File: config.mk
export PLATFORM = sky130hd
export DESIGN_NAME = tdm_mux4
export DESIGN_NICKNAME = d
export VERILOG_FILES = /design/src/rtl/tdm_mux4.sv
export SDC_FILE = /design/constraint.sdc
export NUM_CORES = 1
export LEC_CHECK = 0
export CAP_MARGIN = 15
export CELL_PAD_IN_SITES_DETAIL_PLACEMENT = 1
export CELL_PAD_IN_SITES_GLOBAL_PLACEMENT = 1
export CORE_MARGIN = 5
export CORE_UTILIZATION = 37
export CTS_CLUSTER_DIAMETER = 30
export DETAILED_ROUTE_END_ITERATION = 10
export GPL_TIMING_DRIVEN = 1
export PLACE_DENSITY_LB_ADDON = 0.3
export SETUP_SLACK_MARGIN = 0.2
export SYNTH_ARGS = -nofsm -noshare
export SYNTH_HDL_FRONTEND = slang
export SYNTH_SLANG_ARGS = --single-unit
File: constraint.sdc
create_clock -name clk -period 4 [get_ports clk]
set_clock_uncertainty 0.15 [all_clocks]
set_input_delay 1 -clock clk [delete_from_list [all_inputs] [get_ports clk]]
set_output_delay 1 -clock clk [all_outputs]
set_load 0.01 [all_outputs]
File: src/rtl/tdm_mux4.sv
// tdm_mux4: captures four parallel lanes as one frame and serialises them onto y over slots 0..3 (slot index on {s1,s0}).
// Latency: 1 edge from en sampled in IDLE to slot 0 on the outputs; 1 cycle per accepted slot; back-to-back frames have no gap.
// Backpressure: ready=0 in RUN freezes every output and the holding register; ready is ignored in IDLE.
// Optional feature: define TDM_PARITY_EN to add the parity output (a^b^c^d of the captured frame).
module tdm_mux4 #(
  parameter int WIDTH = 1
) (
  input  logic             clk,
  input  logic             rst_n,
  input  logic             en,
  input  logic             ready,
  input  logic [WIDTH-1:0] a,
  input  logic [WIDTH-1:0] b,
  input  logic [WIDTH-1:0] c,
  input  logic [WIDTH-1:0] d,
  output logic [WIDTH-1:0] y,
  output logic             s1,
  output logic             s0,
  output logic             valid,
  output logic             frame
`ifdef TDM_PARITY_EN
  ,
  output logic [WIDTH-1:0] parity
`endif
);

  localparam logic [0:0] ST_IDLE = 1'b0;
  localparam logic [0:0] ST_RUN  = 1'b1;

  logic [0:0]            state_q, state_d;
  logic [1:0]            slot_q, slot_d;
  logic [3:0][WIDTH-1:0] hold_q, hold_d;
  logic [WIDTH-1:0]      y_q, y_d;
  logic                  valid_q, valid_d;
  logic                  frame_q, frame_d;
`ifdef TDM_PARITY_EN
  logic [WIDTH-1:0]      par_q, par_d;
`endif

  logic       eof;
  logic       load;
  logic [1:0] slot_nxt;

  // Slot 3 accepted this edge: the only point (besides IDLE) where en is looked at.
  assign eof      = (state_q == ST_RUN) && ready && (slot_q == 2'd3);
  assign load     = en && ((state_q == ST_IDLE) || eof);
  assign slot_nxt = slot_q + 2'd1;

  // Next-state: capture a new frame, retire to IDLE, advance a slot, or hold on stall.
  always_comb begin
    state_d = state_q;
    slot_d  = slot_q;
    hold_d  = hold_q;
    y_d     = y_q;
    valid_d = valid_q;
    frame_d = frame_q;
`ifdef TDM_PARITY_EN
    par_d   = par_q;
`endif
    if (load) begin
      // Lane order in the holding register matches slot index: [0]=a .. [3]=d.
      hold_d  = {d, c, b, a};
      state_d = ST_RUN;
      slot_d  = 2'd0;
      y_d     = a;
      valid_d = 1'b1;
      frame_d = 1'b1;
`ifdef TDM_PARITY_EN
      par_d   = a ^ b ^ c ^ d;
`endif
    end else if (eof) begin
      // Frame done and no new request: drop to an all-zero idle presentation.
      state_d = ST_IDLE;
      slot_d  = 2'd0;
      y_d     = '0;
      valid_d = 1'b0;
      frame_d = 1'b0;
`ifdef TDM_PARITY_EN
      par_d   = '0;
`endif
    end else if ((state_q == ST_RUN) && ready) begin
      slot_d  = slot_nxt;
      y_d     = hold_q[slot_nxt];
      frame_d = 1'b0;
    end
  end

  // State and output registers; reset discards any partial frame at once.
  always_ff @(posedge clk or negedge rst_n) begin
    if (!rst_n) begin
      state_q <= ST_IDLE;
      slot_q  <= 2'd0;
      hold_q  <= '0;
      y_q     <= '0;
      valid_q <= 1'b0;
      frame_q <= 1'b0;
`ifdef TDM_PARITY_EN
      par_q   <= '0;
`endif
    end else begin
      state_q <= state_d;
      slot_q  <= slot_d;
      hold_q  <= hold_d;
      y_q     <= y_d;
      valid_q <= valid_d;
      frame_q <= frame_d;
`ifdef TDM_PARITY_EN
      par_q   <= par_d;
`endif
    end
  end

  assign y     = y_q;
  assign s1    = slot_q[1];
  assign s0    = slot_q[0];
  assign valid = valid_q;
  assign frame = frame_q;
`ifdef TDM_PARITY_EN
  assign parity = par_q;
`endif

endmodule

* Yosys cells after proc, flatten, opt, wreduce, memory -nomap -nowiden
Cells that the tools add are included.
** Cells by class
- Add/subtract/negate cells :: 1
- Magnitude comparators :: 1
- Equality and inequality tests :: 1
- Mux-type cells :: 13
- Bitwise operators :: 1
- Reductions and logical operators :: 6
** Operators by type and width (number)
- 2-to-1 mux 1 bit :: 9
- 2-to-1 mux 2 bit :: 3
- logical AND 1 bit :: 3
- less-than comparator 2 x 3 -> 1 bit, second input constant :: 1
- nonzero test 3 bit :: 1
- adder 2 x 1 -> 2 bit, second input constant :: 1
- binary-select mux 1 bit (select 2 bit) :: 1
- == test 2 bit, second input constant :: 1
- nonzero test 2 bit :: 1
- logical OR 1 bit :: 1
- inverter 1 bit :: 1
** Word-level totals
- Flip-flop bits (word level) :: 9
- Bits of input ports :: 8
- Output and inout port bits :: 5
- Word-level logic and storage cells :: 31

* Longest topological paths before layout
- Word-level depth :: 6
- Depth in mapped cells :: 4
- Mapped depth without buffers :: 4

* Worst setup path after synthesis
OpenSTA, ideal clock, no wires.
- Path kind :: in2reg
- From :: input port ready
- To :: register y_q, in the netlist y
- Setup time :: 124 ps
- Arrival time :: 1791 ps
- Required time :: 3726 ps
- Setup slack :: 1935 ps
- Stages on the path :: 4
- Buffers on the path :: 1
- Path through :: buf_6 > or2_0 > a31o_1 > a211o_1
** On the way
- Cells in the longest elaborated chain, start to end :: 5
- Elaborated cells between the ends (all ways) :: 7
- Classes of those cells :: mux: 2; reduce/logical: 5
** RTL lines
- start: declaration :: RTL line 11 : input logic ready,
- logical AND 1 bit * :: RTL line 45, 81
- logical AND 1 bit :: RTL line 45 : assign eof = (state_q == ST_RUN) && ready && (slot_q == 2'd3);
- logical OR 1 bit :: RTL line 46 : assign load = en && ((state_q == ST_IDLE) || eof);
- logical AND 1 bit :: RTL line 46
- nonzero test 3 bit (no source line) / 2-to-1 mux 1 bit (equally long branches)
- end signal: assignment :: RTL line 104 : y_q <= y_d;
- end: declaration :: RTL line 33 : logic [WIDTH-1:0] y_q, y_d;
Mark *: on every way between the ends. The rest lies on a longest branch, timed or not.
A chain may end at the register's enable or synchronous reset.

* Worst setup path after layout
- From :: register valid_q, in the netlist valid
- To :: output port valid
** RTL lines
- start: declaration :: RTL line 34 : logic valid_q, valid_d;
- start signal: assignment :: RTL line 105 : valid_q <= valid_d;
- end: declaration :: RTL line 19 : output logic valid,
No word-level cell between the ends.

==> impl_results.md <==
* Proportion of layout cells with a drive suffix above 1 at 20.0%
* Worst Path Required at 2.85 ns
* First-pass GRT wire length at 1.81 mm
* Syn_area_per_cell at 11.5 sq um
* Max-cap viol count at 0
* Via count at 381
* Worst path buffer plus inverter count at 1
* Port bufs at 12
* Core ar. at 1270 sq um
* CTS max path bufs at 2
* Num rows at 13
* Area share of the largest cell type after synthesis at 46.5%
* Setup Fix Bufs, Post-CTS at 0
* CP cell instances: clkdlybuf4s50_1
* Post-synthesis compound-gate area fraction at 15.2%
* Worst Setup Path Type: reg -> out
* Post-Syn Area at 484 sq um
* Post-synthesis register bit count at 9
* Starting Density at 38.2%
* Peak supply drop at 315 uV
* # IOs at 13
* Hold crit path type: reg -> reg
* Cell Count, Final, Fillers Out at 70
* Final setup violation count at 0
* Synth cell types at 23
* FFs w/ async S/R, synth at 100%
* Syn. warnings at 0
* Die X at 46.2 microns
* Pwr Density at 686 nW/um^2
* Grt total ovfl at 0
* Post-CTS Hold Fix Bufs at 0
* Number of synthesized flops with an enable pin at 0
* DR WL/cell at 15.6 microns
* Post-Synth Simple-Gate Area at 10.6%
* Via density at 5.44
* Post-synthesis xor/xnor area fraction at 0%
* Hold Fails Final Rpt at 0
* Placed Cells at 66
* Dominant synthesized flop cell: dfrtp_1
* Final Max Tran Viols at 0
* Setup TNS at 0 ns
* DRT Pass-1 Iters at 2
* Die H at 46.2 microns
* Leakage at 0.269 nW
* Clock root cell: clkbuf_4
* Final Cycle Share at 64.0%
* Area after DPL at 602 sq um
* Min Tclk post-route at 2.56 ns
* Largest family of logic cells by synthesized area: multiplexers
* Max-slew headroom at 73.3%
* Mapped Cells at 42
* Total GRT Usage at 12.4%
* DRC at 0
* CTS sink cnt at 9
* Worst setup EP type: primary output
* Area Overhead vs Synth at 30.0%
* Initial antenna violation count at 0
* Die area at 2130 sq um
* Slowest CP cell: clkdlybuf4s50_1
* CP startpoint kind: register
* Most common cell after layout, fill and taps aside: clkdlybuf4s50_1
* Syn nets at 51
* PostCTS Resize Cnt at 0
* Outcome: finished clean
* Register area share after synthesis at 46.5%
* Final Net Count at 65
* CTS tree: built
* CP max stage delay at 0.61 ns
* Mux share of post-synthesis cell area at 19.1%
* Fmax at 0.390 GHz
* Clock-pin slew on the worst setup and hold paths at 0.07 ns
* Arr. time, crit path at 1.41 ns
* Pin slew with the least headroom to its limit at 0.400 ns
* RSZ-0062 raised after global routing: no
* DRT iter0 DRCs at 2
* Crit-path max FO at 11
* Biggest area consumer among synthesized cells: dfrtp_1
* Placer Congestion at 0.731
* Crit path max-delay family: buffers and inverters
* Post-Synth Adder-Cell Area at 2.58%
* Clk_lat worst skew at 0.26 ns
* Most frequent cells in the layout: clkdlybuf4s50_1, dfrtp_1, mux2_2
* Final WL at 1.09 mm
* Largest net degree at the start of global routing at 12
* Antenna Diode Count at 0
* H-tree Lvls at 1
* TritonCTS Buffers at 3
* Detail Route Antenna Nets at 0
* Number of global-route vias before repair at 398
* Final Instance Area at 629 sq um
* Main area contributors after synthesis: dfrtp_1, mux2_2, mux4_1
## Yosys cell counts (all sizes together), types with 2 or more instances
library cell  number
nor2               4
a22o               2
nand2              3
mux2               5
buf                3
dfrtp              9
inv                2
## area by class of cell
cell class | count | area [sq um]
Multi-Input combinational cell | 28 | 230
Tap cell | 15 | 18.8
Inverter | 2 | 7.51
Timing Repair Buffer | 12 | 120
Clock inverter | 1 | 5.00
Clock buffer | 3 | 22.5
Fill cell | 145 | 639
Sequential cell | 9 | 225
## flip-flops by register name (all words and copies together) (netlist names)
name and count:
y 1, slot_q 2, frame 1, hold_q 4, valid 1
## final timing paths
kind,start,endpoint,slack (ns),cells past startpoint
worst max-delay path,valid,valid,1.44,1
worst min-delay path,hold_q[2],hold_q[2],0.36,1
worst max register to register,slot_q[0],hold_q[0],2.34,4
worst min register to register,hold_q[2],hold_q[2],0.36,1
max in group asynchronous,rst_n,slot_q[0],2.54,1
min in group asynchronous,rst_n,valid,0.88,1
## cell families (layout without fill, tap and decap cells)
logic type | after synthesis | after routing
compound gates | 9 | 9
flops | 9 | 9
mux | 7 | 7
simple gates | 11 | 11
fa+ha+maj | 1 | 1
buf+inv | 5 | 18
## metrics by stage
step                      total power [mW]  util [%]  setup WS [ns]  hold WS, ns
after floorplan                      0.289         -           1.94        0.320
after global routing                 0.465      49.6           1.34        0.376
after global placement               0.353      47.4           1.44        0.331
after CTS                            0.439      49.6           1.41        0.358
after detailed placement             0.366      47.4           1.37        0.342
final                                0.432      49.6           1.44        0.360
## per-layer routing
layer / vias up / track usage (%) / wire [microns] / part of all wire [%]
met5: - / 0 / 0 / 0
met4: 0 / 6.82 / 13 / 1.2
met3: 4 / 3.13 / 90 / 8.2
met2: 13 / 21.7 / 550 / 50
met1: 185 / 13.5 / 437 / 40
li1: 179 / - / - / -
## report_power, final
group | internal, mW | switching [mW]
registers | 0.132 | 0.0356
logic | 0.123 | 0.0703
clock network | 0.0369 | 0.0339
total | 0.292 | 0.140
No activity file was read; power rests on OpenSTA's default activity.
